**config.mk**
```make
export PLATFORM = sky130hd
export DESIGN_NAME = irq_ctrl
export DESIGN_NICKNAME = d
export VERILOG_FILES = /design/src/rtl/irq_ctrl.sv
export SDC_FILE = /design/constraint.sdc
export NUM_CORES = 1
export LEC_CHECK = 0
export ABC_CLOCK_PERIOD_IN_PS = 1700
export BUFFER_PORTS_ARGS = -buffer_cell sky130_fd_sc_hd__buf_4
export CORE_MARGIN = 2
export CORE_UTILIZATION = 25
export CTS_CLUSTER_SIZE = 16
export DETAILED_ROUTE_END_ITERATION = 10
export GPL_TIMING_DRIVEN = 0
export HOLD_SLACK_MARGIN = 0.06
export SETUP_SLACK_MARGIN = 0.02
export SLEW_MARGIN = 20
export SYNTH_ARGS = -nofsm -noshare
export SYNTH_HDL_FRONTEND = slang
export SYNTH_SLANG_ARGS = --single-unit
```
**constraint.sdc**
```tcl
create_clock -name clk -period 1.7 [get_ports clk]
set_input_delay 0.255 -clock clk [delete_from_list [all_inputs] [get_ports clk]]
set_output_delay 0.255 -clock clk [all_outputs]
set_load 0.03 [all_outputs]
```
**src/rtl/irq_ctrl.sv**
```systemverilog
// irq_ctrl - priority interrupt controller
//
// Collects level-sensitive interrupt requests from peripherals, picks the
// highest-priority pending source (index 0 wins), presents its vector to the
// CPU, pulses exec[idx] for one cycle once the CPU accepts, then holds off all
// further requests until the CPU returns from the interrupt.
//
// Build option:
//   IRQ_MASK_EN  when defined, adds a writable per-source mask register
//                (reset to all ones). When undefined, mask is the constant
//                all ones and mask_we / mask_wdata are ignored.
//
// Ports:
//   clk         system clock, rising edge
//   rst         synchronous reset, active low
//   req         level interrupt requests, one per source
//   gie         CPU global interrupt enable
//   cpu_ack     CPU accepts the presented interrupt
//   reti        one-cycle return-from-interrupt pulse
//   mask_we     mask register write strobe (IRQ_MASK_EN only)
//   mask_wdata  mask register write data (IRQ_MASK_EN only)
//   irq_valid   an interrupt is presented to the CPU
//   irq_vector  vector of the presented interrupt
//   exec        one-hot, one-cycle acknowledge to the winning source
//   in_service  an interrupt is being serviced
//   mask        current mask register
//
// State table:
//   state   | meaning
//   IDLE    | waiting for an enabled, unmasked request
//   PEND    | winner latched, irq_valid high, waiting for cpu_ack
//   ACK     | exec pulse to the winning source, service begins
//   SERVICE | handler running, requests ignored until reti

module irq_ctrl #(
  parameter int NUM_SRC    = 4,
  parameter int VEC_W      = 8,
  parameter int VEC_BASE   = 'h02,
  parameter int VEC_STRIDE = 2
) (
  input  logic               clk,
  input  logic               rst,
  input  logic [NUM_SRC-1:0] req,
  input  logic               gie,
  input  logic               cpu_ack,
  input  logic               reti,
  input  logic               mask_we,
  input  logic [NUM_SRC-1:0] mask_wdata,
  output logic               irq_valid,
  output logic [VEC_W-1:0]   irq_vector,
  output logic [NUM_SRC-1:0] exec,
  output logic               in_service,
  output logic [NUM_SRC-1:0] mask
);

  localparam int IDX_W = (NUM_SRC > 1) ? $clog2(NUM_SRC) : 1;

  typedef enum logic [1:0] {
    IDLE    = 2'd0,
    PEND    = 2'd1,
    ACK     = 2'd2,
    SERVICE = 2'd3
  } state_t;

  state_t             state;
  logic [IDX_W-1:0]   idx_q;
  logic [NUM_SRC-1:0] eff;
  logic [IDX_W-1:0]   win_idx;
  logic               win_hit;

  // ---------------------------------------------------------------------------
  // Mask register
  // ---------------------------------------------------------------------------
`ifdef IRQ_MASK_EN
  logic [NUM_SRC-1:0] mask_q;

  always_ff @(posedge clk) begin
    if (!rst) begin
      mask_q <= '1;
    end else if (mask_we) begin
      mask_q <= mask_wdata;
    end
  end

  assign mask = mask_q;
`else
  logic unused_mask_inputs;

  assign unused_mask_inputs = ^{mask_we, mask_wdata};
  assign mask               = '1;
`endif

  assign eff = req & mask;

  // ---------------------------------------------------------------------------
  // Fixed-priority arbitration: lowest set index of eff wins. Scanning from
  // the top down lets the last hit (the lowest index) take precedence.
  // ---------------------------------------------------------------------------
  always_comb begin
    win_idx = '0;
    win_hit = 1'b0;
    for (int i = NUM_SRC - 1; i >= 0; i--) begin
      if (eff[i]) begin
        win_idx = IDX_W'(i);
        win_hit = 1'b1;
      end
    end
  end

  // Vector arithmetic is done in 32 bits and truncated, so any overflow
  // simply wraps modulo 2^VEC_W.
  function automatic logic [VEC_W-1:0] vec_of(input logic [IDX_W-1:0] idx);
    int v;
    v = VEC_BASE + VEC_STRIDE * int'(idx);
    return VEC_W'(v);
  endfunction

  // ---------------------------------------------------------------------------
  // Controller FSM, all outputs registered
  // ---------------------------------------------------------------------------
  always_ff @(posedge clk) begin
    if (!rst) begin
      state      <= IDLE;
      idx_q      <= '0;
      irq_valid  <= 1'b0;
      irq_vector <= '0;
      exec       <= '0;
      in_service <= 1'b0;
    end else begin
      exec <= '0;
      case (state)
        IDLE: begin
          if (gie && win_hit) begin
            idx_q      <= win_idx;
            irq_vector <= vec_of(win_idx);
            irq_valid  <= 1'b1;
            state      <= PEND;
          end
        end

        PEND: begin
          // Acceptance wins over a same-cycle withdrawal or gie drop: the CPU
          // has already committed to the vector it saw.
          if (cpu_ack) begin
            irq_valid  <= 1'b0;
            exec       <= NUM_SRC'(1) << idx_q;
            in_service <= 1'b1;
            state      <= ACK;
          end else if (!eff[idx_q] || !gie) begin
            irq_valid <= 1'b0;
            state     <= IDLE;
          end
        end

        ACK: begin
          state <= SERVICE;
        end

        SERVICE: begin
          if (reti) begin
            in_service <= 1'b0;
            state      <= IDLE;
          end
        end

        default: begin
          irq_valid  <= 1'b0;
          in_service <= 1'b0;
          state      <= IDLE;
        end
      endcase
    end
  end

endmodule
```
==> PnR_summary.wiki, run 1 <==
{| class="wikitable"
! Metric !! Value
|-
| Run status || complete, no violations
|-
| Count of instances resized after the clock tree is built || 0
|-
| CTS tree || yes
|-
| Synth Area in Adders || a little under 2%
|-
| Sequential-to-total area share from yosys stat || approximately two fifths
|-
| Via count of the first global-routing pass || roughly 530
|-
| Detailed Route WL || 1340 um
|-
| Compound-gate portion of the synthesized area || 10.7%
|-
| Number of I/O pins || 32
|-
| Layout cell share with drive strength beyond 1 || 30.3%
|-
| Share of synthesized area spent on multiplexers || between 10% and 20%
|-
| Design Power || around 740 uW
|-
| Skew-Pair Late Insertion Delay || 0.28 ns
|-
| Clock transition time at the flip-flop clock pins of the worst setup and hold paths || 0.08 ns
|-
| Number of distinct library cells after synthesis || 23
|-
| Synthesized flop and latch total || 13
|-
| Height of the die || 54.8 um
|-
| Ratio of final minimum period to clock period || 78.0%
|-
| Power density relative to cell area || 858 mW/mm^2
|-
| Grt total ovfl || 0
|-
| Worst Path Arrival || 1.49 ns
|-
| Unrepaired setup endpoints after global routing || no
|-
| Total iterations of the first detailed-routing run || 4
|-
| Data required time of the critical path || 1.86 ns
|-
| Initial drt markers || 8
|-
| Final weighted congestion in routability-driven placement || 0.697
|-
| Count of buffers inserted at the top-level ports || 17
|-
| Layout area overhead || 33.8%
|-
| Total of max-cap violations || 0
|-
| Setup CP Type || flip-flop to flip-flop
|-
| Storage cell area || 260 um^2
|-
| Final critical-path required period || 1.33 ns
|-
| Post-Synthesis Mean Instance Area || 9.08 um^2
|-
| Row cnt || 18
|-
| Full die area || roughly 0.003 mm^2
|-
| Startpoint types || flip-flop
|-
| Cells after Synth || around 70
|-
| Net count reported at finish || 115
|-
| Filler instances || about 250
|-
| Number of antenna violations at the first check in global routing || 0
|-
| Die span in x || 54.8 um
|-
| Top library cells by usage in the layout, fill and taps aside || buf_4, dfxtp_1, conb_1
|-
| Worst Setup End Kind || flip-flop
|-
| TritonCTS buffer count || 3
|-
| Class of the tightest hold or removal check || primary input to flip-flop
|-
| Final sum of negative setup slack || 0 ns
|-
| Core outline area || 0.00245 mm^2
|-
| Vias after detailed routing || 564
|-
| Worst slew margin relative to its limit || 54.8%
|-
| Maximum clock frequency || between 0.7 and 0.8 GHz
|-
| Number of warnings issued by yosys || 0
|-
| Num Clock Sinks || 13
|-
| Clk_skew || ~0.0092 ns
|-
| Number of nets still failing antenna checks after routing || 0
|-
| Wire length of the first global-routing pass || roughly 2200 um
|-
| Peak ir drop on the vdd network || 0.000451 V
|-
| Number of antenna diodes || 0
|-
| Post-CTS setup buffers || 0
|-
| Pin count of the biggest net entering global routing || 11
|-
| Simple-Gate Fraction of Synth Area || 22.1%
|-
| Most frequent standard cell in the layout excluding fill and tap cells || buf_4
|-
| Count of H-tree levels built during CTS || 1
|-
| Max-slew violation count || 0
|-
| Setup-violating endpoint count in the final report || 0
|-
| Static Leak || 0.000390 uW
|-
| Hold violation count in the final report || 0
|-
| DRC Markers || 0
|-
| Xor and xnor fraction of the mapped netlist area || 0%
|-
| Hold Buf Count CTS || 0
|-
| Post-synth design cell area || 644 um^2
|-
| Ratio of routed vias to standard cells || between 4 and 5
|-
| Finished Core Util || 35.1%
|-
| Dominant combinational cell family by area after synthesis || simple AND/OR/NAND/NOR gates
|-
| Maximum fanout along the worst path || 6
|-
| Area occupied by multi-input gates || approximately 320 um^2
|-
| Global routing usage summed across all routing layers || between 10% and 20%
|-
| Wire length per cell after detailed routing || 10.4 um
|-
| Post-DP HPWL || 1050 um
|-
| Effective utilization at floorplan || 26.2%
|-
| CTS root buf || clkbuf_4
|-
| Transition time at the pin with the least slew margin || 0.671 ns
|-
| Buffers from clock root to sink, at most || 2
|}
-- synthesized netlist by cell type --
cell,number,area (um^2)
a21oi_1,7,35.0
a311oi_1,1,8.76
buf_4,9,67.6
clkbuf_1,2,7.51
conb_1,2,7.51
dfxtp_1,13,260
ha_1,1,12.5
inv_1,3,11.3
mux2i_1,4,40.0
mux4_1,1,26.3
nand2_1,2,7.51
nand2b_1,1,6.26
nand3_1,1,5.00
nand3b_1,1,7.51
nand4_1,1,6.26
nor2_1,7,26.3
nor2b_1,1,6.26
nor3_1,2,10.0
nor3b_1,3,22.5
nor4_1,2,12.5
nor4b_1,1,8.76
nor4b_4,1,23.8
o21ai_0,5,25.0
-- worst max-delay path, stage by stage, from the launching register on --
cell and delay [ns]:
dfxtp_1 0.43, mux4_1 0.62, nand3b_1 0.11, a21oi_1 0.06
-- path summary, 6_finish.rpt --
kind	startpoint	end	slack (ns)	depth (start not counted)
min	reti	flip-flop	0.19	2
min reg2reg	idx_q[0]$_SDFFE_PN0P_	exec[0]$_SDFF_PP0_	0.51	1
max reg2reg	idx_q[1]$_SDFFE_PN0P_	irq_valid$_SDFFE_PN0P_	0.37	3
max	idx_q[1]$_SDFFE_PN0P_	irq_valid$_SDFFE_PN0P_	0.37	3
-- registers in the layout, indices dropped and copies added (netlist names), named ones only --
signal      cells
irq_vector      3
irq_valid       1
exec            4
in_service      1
idx_q           2
state           1
-- metal layers --
metal  wire [um]  vias to the layer above  track usage, %
li1            -                      285               -
met1         547                      258            11.4
met2         668                       17            17.3
met3          98                        4            3.55
met4          29                        0            7.92
met5           0                        -               0
-- layout make-up --
type | count | area share [%]
inverters | 3 | 1.31
multi-input cells | 51 | 37.6
flip-flops and latches | 13 | 30.2
repair buffers | 17 | 14.8
plain buffers | 11 | 8.71
well taps | 30 | 4.35
clock buffers | 4 | 3.05
-- power breakdown --
part           leakage (uW)  internal (uW)  switching (uW)  total (uW)
combinational      0.000269           84.3             121         205
clock             0.0000150           91.0            99.8         191
sequential         0.000106            327            17.1         344
-- cells by family after synthesis --
| logic type | count (synthesis) |
|---|---|
| flip-flops | 13 |
| buffers and inverters | 14 |
| AND/OR/NAND/NOR | 23 |
| adder cells (fa/ha/maj) | 1 |
| multiplexers | 5 |
| other | 2 |
| AO/OA/AOI/OAI | 13 |
-- stage by stage --
step                setup WS (ns)  instance area, um^2  hold WS [ns]  std cells
finish                      0.373                  862         0.195        129
global route                0.297                  862         0.195        129
CTS                         0.353                  862         0.182        129
detailed placement          0.132                  836         0.482        125
global placement            0.136                  836         0.483        125
floorplan                   0.474                  671         0.375         78
Note: power is estimated with default switching activity, not from simulation.
==> run 2: changes to the inputs <==
Settings changed: ABC_AREA set to 1, ABC_CLOCK_PERIOD_IN_PS 1700 to 1050.
Clock period 1.7 ns to 1.05 ns, I/O delays scaled along.
==> PnR_summary.wiki, run 2 <==
{| class="wikitable"
! Metric !! Value
|-
| Flip-flop count of the largest register, all copies and words added || 4
|-
| CTS root buf || clkbuf_4
|-
| Top library cells by usage in the layout, fill and taps aside || buf_4, nand2_1, dfxtp_1
|-
| Setup CP Type || flip-flop to flip-flop
|-
| Ys async rst share || 0%
|-
| Layout area overhead || 44.0%
|-
| Post-synth EDFFs || 0
|-
| Finished Core Util || 38.2%
|-
| Net count reported at finish || 141
|-
| Initial drt markers || 3
|-
| Total of max-cap violations || 0
|-
| Max-slew violation count || 0
|-
| Final critical-path required period || 0.993 ns
|-
| Largest regs || exec: 4 flops, irq_vector: 3 flops, idx_q: 2 flops
|-
| Slowest cell on the critical path || dfxtp_4
|-
| Number of distinct library cells after synthesis || 19
|-
| Number of nets still failing antenna checks after routing || 0
|-
| Num Clock Sinks || 13
|-
| Filler instances || about 290
|-
| Hold Buf Count CTS || 0
|-
| Final sum of negative setup slack || 0 ns
|-
| Count of H-tree levels built during CTS || 1
|-
| Post-synth design cell area || 657 um^2
|-
| Height of the die || between 50 and 60 um
|-
| Synthesized flop and latch total || 13
|-
| Peak ir drop on the vdd network || around 0.00053 V
|-
| Data required time of the critical path || 1.23 ns
|-
| Startpoint of the worst register-to-register path || state[0]$_SDFFE_PN0P_
|-
| Buffers from clock root to sink, at most || 2
|-
| Via count of the first global-routing pass || approximately 500
|-
| Setup-violating endpoint count in the final report || 0
|-
| Leading area contributor after synthesis || dfxtp_1
|-
| Power density relative to cell area || 1290 mW/mm^2
|-
| Die span in x || 55.3 um
|-
| Cells after Synth || just over 90
|-
| Worst setup path startpoint || state[0]$_SDFFE_PN0P_
|-
| Design Power || 1220 uW
|-
| Ratio of routed vias to standard cells || slightly above 4
|-
| Wire length per cell after detailed routing || 8.69 um
|-
| Run status || complete, no violations
|-
| Vias after detailed routing || ~640
|-
| Register containing the most flip-flops in the final layout || exec
|-
| Cell area after placement || 848 um^2
|-
| Number of antenna diodes || 0
|-
| Count of buffers inserted at the top-level ports || 17
|-
| Clk_skew || 0.00219 ns
|-
| Full die area || 0.00305 mm^2
|-
| Placed Cells || 145
|-
| Effective utilization at floorplan || 26.5%
|-
| Crit path largest cell delay || 0.37 ns
|-
| Final weighted congestion in routability-driven placement || around 0.75
|-
| Skew-Pair Late Insertion Delay || roughly 0.28 ns
|-
| Number of standard cells in the layout, taps in and fillers out || approximately 160
|-
| Grt total ovfl || 0
|-
| Layout cell share with drive strength beyond 1 || 39.2%
|-
| Core outline area || 0.00248 mm^2
|-
| Post-Synthesis Mean Instance Area || 7.22 um^2
|-
| Final Instance Area || 946 um^2
|-
| Pin count of the biggest net entering global routing || 10
|-
| Static Leak || roughly 0.00048 uW
|-
| Post-synth top area share || 39.6%
|-
| Hold violation count in the final report || 0
|-
| Post-DP HPWL || 1040 um
|-
| Row cnt || 18
|-
| Clock transition time at the flip-flop clock pins of the worst setup and hold paths || approximately 0.080 ns
|-
| Class of the tightest hold or removal check || primary input to flip-flop
|-
| Startpoint types || flip-flop
|-
| Number of antenna violations at the first check in global routing || 0
|-
| Most frequent standard cell in the layout excluding fill and tap cells || buf_4
|-
| Global routing usage summed across all routing layers || 8.67%
|-
| Total iterations of the first detailed-routing run || 4
|-
| Start point of the worst hold path || rst
|-
| DRC Markers || 0
|-
| Unrepaired setup endpoints after global routing || yes
|-
| Sequential-to-total area share from yosys stat || 39.6%
|-
| Number of I/O pins || 32
|-
| Maximum clock frequency || roughly 1.0 GHz
|-
| Detailed Route WL || 1350 um
|-
| Most area-consuming cells after synthesis || dfxtp_1, buf_4, nand2_1, inv_1, a21oi_1
|-
| List of cells traversed by the critical path || nor2_4 -> nand3_4 -> nand2_1 -> o21a_1 -> nor2_1
|-
| Wire length of the first global-routing pass || between 2000 and 2500 um
|-
| TritonCTS buffer count || 3
|-
| Worst Path Arrival || 1.17 ns
|-
| Primary FF master, synth || dfxtp_1
|-
| Cell with the most instances after synthesis || nand2_1
|-
| Worst Setup End Kind || flip-flop
|-
| Number of warnings issued by yosys || 0
|-
| CTS tree || yes
|-
| Ratio of final minimum period to clock period || 94.5%
|-
| Most common library cells after synthesis || nand2_1, dfxtp_1, inv_1
|-
| Maximum fanout along the worst path || 5
|}
## run 2: cell count changes in the layout (fill, tap and decap cells not counted), moves of 4 or more
| cell | previous run | this run |
|---|---|---|
| inv_1 | 3 | 9 |
| mux2i_1 | 4 | 0 |
| buf_4 | 26 | 31 |
| o21ai_0 | 5 | 0 |
| nand3_1 | 1 | 6 |
| nand2_1 | 2 | 17 |
## run 2: cell families (layout without fill, tap and decap cells)
logic type | Yosys count | in the layout | share of synthesized area (%)
flops | 13 | 13 | 39.6
buf+inv | 21 | 47 | 17.1
fa+ha+maj | 1 | 1 | 1.90
other cells | 2 | 9 | 1.14
compound gates | 11 | 11 | 8.76
simple gates | 43 | 44 | 31.4
## run 2: stage by stage
| step | hold WS, ns | setup slack, ns |
|---|---|---|
| floorplan | 0.274 | 0.110 |
| global route | 0.147 | 0.00250 |
| detailed placement | 0.431 | -0.124 |
| CTS | 0.134 | 0.0246 |
| finish | 0.145 | 0.0574 |
| global placement | 0.420 | -0.0894 |
## run 2: path summary, 6_finish.rpt
kind	endpoint	slack, ns	cells past startpoint
worst max-delay path	irq_vector[1]$_SDFFE_PN0P_	0.06	5
worst min-delay path	in_service$_SDFFE_PN0P_	0.14	3
worst max register to register	irq_vector[1]$_SDFFE_PN0P_	0.06	5
worst min register to register	exec[2]$_SDFF_PN0_	0.45	1
## run 2: cell type report
cell class	instances	area, um^2	area share [%]
Clock buffer	4	26.3	2.78
Inverter	12	45.0	4.76
Multi-Input combinational cell	65	335	35.4
Buffer	9	67.6	7.14
Tap cell	30	37.5	3.97
Sequential cell	13	269	28.4
Timing Repair Buffer	22	165	17.5
## run 2: critical path: cells and delay by family, from the launching register on
kind	cells	cell delay [ns]
simple gates	4	0.41
flops	1	0.37
compound gates	1	0.11
## run 2: routing by layer
| metal | track usage (%) | routed length, um |
|---|---|---|
| met3 | 3.51 | 100 |
| met1 | 9.20 | 549 |
| met4 | 5.23 | 21 |
| met2 | 14.3 | 675 |
| met5 | 0 | 0 |
## run 2: power by group
part | switching, uW | total, uW | internal (uW)
sequential | 27.2 | 555 | 528
clock | 166 | 313 | 147
combinational | 208 | 356 | 148
## run 2: timing repair
action,4_1_cts,5_1_grt
endpoints found under the hold margin,0,0
setup buffers,0,5
setup endpoints to repair,7,9
pin swaps,0,4
cloned,0,1
resized for setup,2,11
==> run 3: changes to the inputs <==
Settings changed: ABC_CLOCK_PERIOD_IN_PS 1050 to 900.
Clock period 1.05 ns to 0.9 ns, I/O delays scaled along.
==> PnR_summary.wiki, run 3 (synthesis gave the netlist of run 2 again) <==
{| class="wikitable"
! Metric !! Value
|-
| Number of antenna violations at the first check in global routing || 0
|-
| Detailed Route WL || roughly 1400 um
|-
| Hold Buf Count CTS || 0
|-
| Via count of the first global-routing pass || 556
|-
| Ratio of routed vias to standard cells || approximately 4.1
|-
| Filler instances || ~270
|-
| Setup CP Type || flip-flop to flip-flop
|-
| Die span in x || 55.3 um
|-
| Number of nets still failing antenna checks after routing || 0
|-
| Core outline area || 0.00248 mm^2
|-
| CTS root buf || clkbuf_4
|-
| Most frequent standard cell in the layout excluding fill and tap cells || buf_4
|-
| List of cells traversed by the critical path || nor2_4 -> buf_4 -> nand2_1 -> nand4_1 -> nand2_1 -> inv_1
|-
| Crit path largest cell delay || 0.37 ns
|-
| Register containing the most flip-flops in the final layout || exec
|-
| Peak ir drop on the vdd network || 0.000690 V
|-
| Global routing usage summed across all routing layers || 9.51%
|-
| Initial drt markers || 16
|-
| Layout area overhead || 58.1%
|-
| Static Leak || ~0.0005 uW
|-
| Clock transition time at the flip-flop clock pins of the worst setup and hold paths || 0.08 ns
|-
| Failing checks || setup timing
|-
| CTS tree || yes
|-
| Wire length per cell after detailed routing || 9.25 um
|-
| Num Clock Sinks || 13
|-
| Worst slack at placement || -0.184 ns
|-
| Clk_skew || 0.00139 ns
|-
| Pin count of the biggest net entering global routing || 8
|-
| Ratio of final minimum period to clock period || 109%
|-
| Worst Setup End Kind || flip-flop
|-
| Hold violation count in the final report || 0
|-
| DRC Markers || 0
|-
| Wire length of the first global-routing pass || 2290 um
|-
| Net count reported at finish || 142
|-
| Largest regs || exec: 4 flops, irq_vector: 3 flops, idx_q: 2 flops
|-
| Number of antenna diodes || 0
|-
| Skew-Pair Late Insertion Delay || 0.28 ns
|-
| Post-DP HPWL || a little over 1000 um
|-
| Top library cells by usage in the layout, fill and taps aside || buf_4, nand2_1, buf_6
|-
| TritonCTS buffer count || 3
|-
| Final weighted congestion in routability-driven placement || 0.798
|-
| Count of H-tree levels built during CTS || 1
|-
| Design Power || 1480 uW
|-
| Class of the tightest hold or removal check || primary input to flip-flop
|-
| Vias after detailed routing || 638
|-
| Maximum fanout along the worst path || 4
|-
| Worst Path Arrival || 1.21 ns
|-
| Data required time of the critical path || 1.12 ns
|-
| Final critical-path required period || 0.981 ns
|-
| Power density relative to cell area || 1430 mW/mm^2
|-
| Startpoint types || flip-flop
|-
| Full die area || between 0.003 and 0.004 mm^2
|-
| R2R setup slack || -0.08 ns
|-
| Grt total ovfl || 0
|-
| Cell mode on critical path || nand2_1
|-
| Flip-flop count of the largest register, all copies and words added || 4
|-
| Buffers from clock root to sink, at most || 2
|-
| Layout cell share with drive strength beyond 1 || between 50% and 60%
|-
| Row cnt || 18
|-
| Slowest cell on the critical path || dfxtp_4
|-
| Total of max-cap violations || 0
|-
| Setup-violating endpoint count in the final report || 12
|-
| Worst setup margin || -0.0811 ns
|-
| Max-slew violation count || 0
|-
| Number of I/O pins || 32
|-
| Effective utilization at floorplan || 26.5%
|-
| Unrepaired setup endpoints after global routing || yes
|-
| Run status || finished with violations
|-
| Maximum clock frequency || around 1.0 GHz
|-
| Total iterations of the first detailed-routing run || 6
|-
| Height of the die || between 50 and 60 um
|-
| Count of buffers inserted at the top-level ports || 17
|}
[run 3: worst paths after layout]
| kind | startpoint | end | cells after the start |
|---|---|---|---|
| worst max register to register | state[0]$_SDFFE_PN0P_ | state[0]$_SDFFE_PN0P_ | 6 |
| worst min-delay path | rst | in_service$_SDFFE_PN0P_ | 3 |
| worst max-delay path | state[0]$_SDFFE_PN0P_ | state[0]$_SDFFE_PN0P_ | 6 |
| worst min register to register | idx_q[0]$_SDFFE_PN0P_ | exec[2]$_SDFF_PN0_ | 1 |
[run 3: layout make-up]
type                       count  area (um^2)  share of cell area, %
inverter                      12         47.5                   4.58
timing repair buffer          23          210                   20.2
sequential                    13          282                   27.1
multi-input combinational     65          368                   35.4
clock buffer                   4         26.3                   2.53
buffer                         9         67.6                   6.51
tap                           30         37.5                   3.61
[run 3: what timing repair did]
action | in CTS | in global routing
pin swaps | 8 | 6
endpoints found under the setup margin | 20 | 21
buffers inserted | 4 | 2
gates resized for setup | 22 | 15
hold endpoints to repair | 0 | 0
gates cloned | 1 | 0
[run 3: report_power, final]
part | internal (uW) | switching, uW
sequential | 618 | 41.7
clock | 172 | 193
combinational | 201 | 258
total | 992 | 493
[run 3: metal layers]
metal / vias to the layer above / GRT usage (%) / routed length (um)
li1: 340 / - / -
met1: 277 / 9.54 / 550
met2: 19 / 17.2 / 773
met3: 2 / 5.15 / 113
met4: 0 / 2.09 / 6
met5: - / 0 / 0
[run 3: per-stage QoR]
stage	utilization, %	area, um^2	setup TNS [ns]	hold slack (ns)	instances
after global placement	34.4	852	-0.690	0.400	145
after floorplan	-	687	-0.0779	0.251	98
after detailed placement	34.4	852	-0.853	0.406	145
after global routing	41.9	1040	-1.44	0.124	156
final	41.9	1040	-0.521	0.125	156
after CTS	39.4	976	-0.412	0.110	154
[run 3: critical path, delay by kind of cell (launching register included)]
family | cells | cell delay, ns
DFF | 1 | 0.37
buffers and inverters | 2 | 0.19
and+or+nand+nor | 4 | 0.36
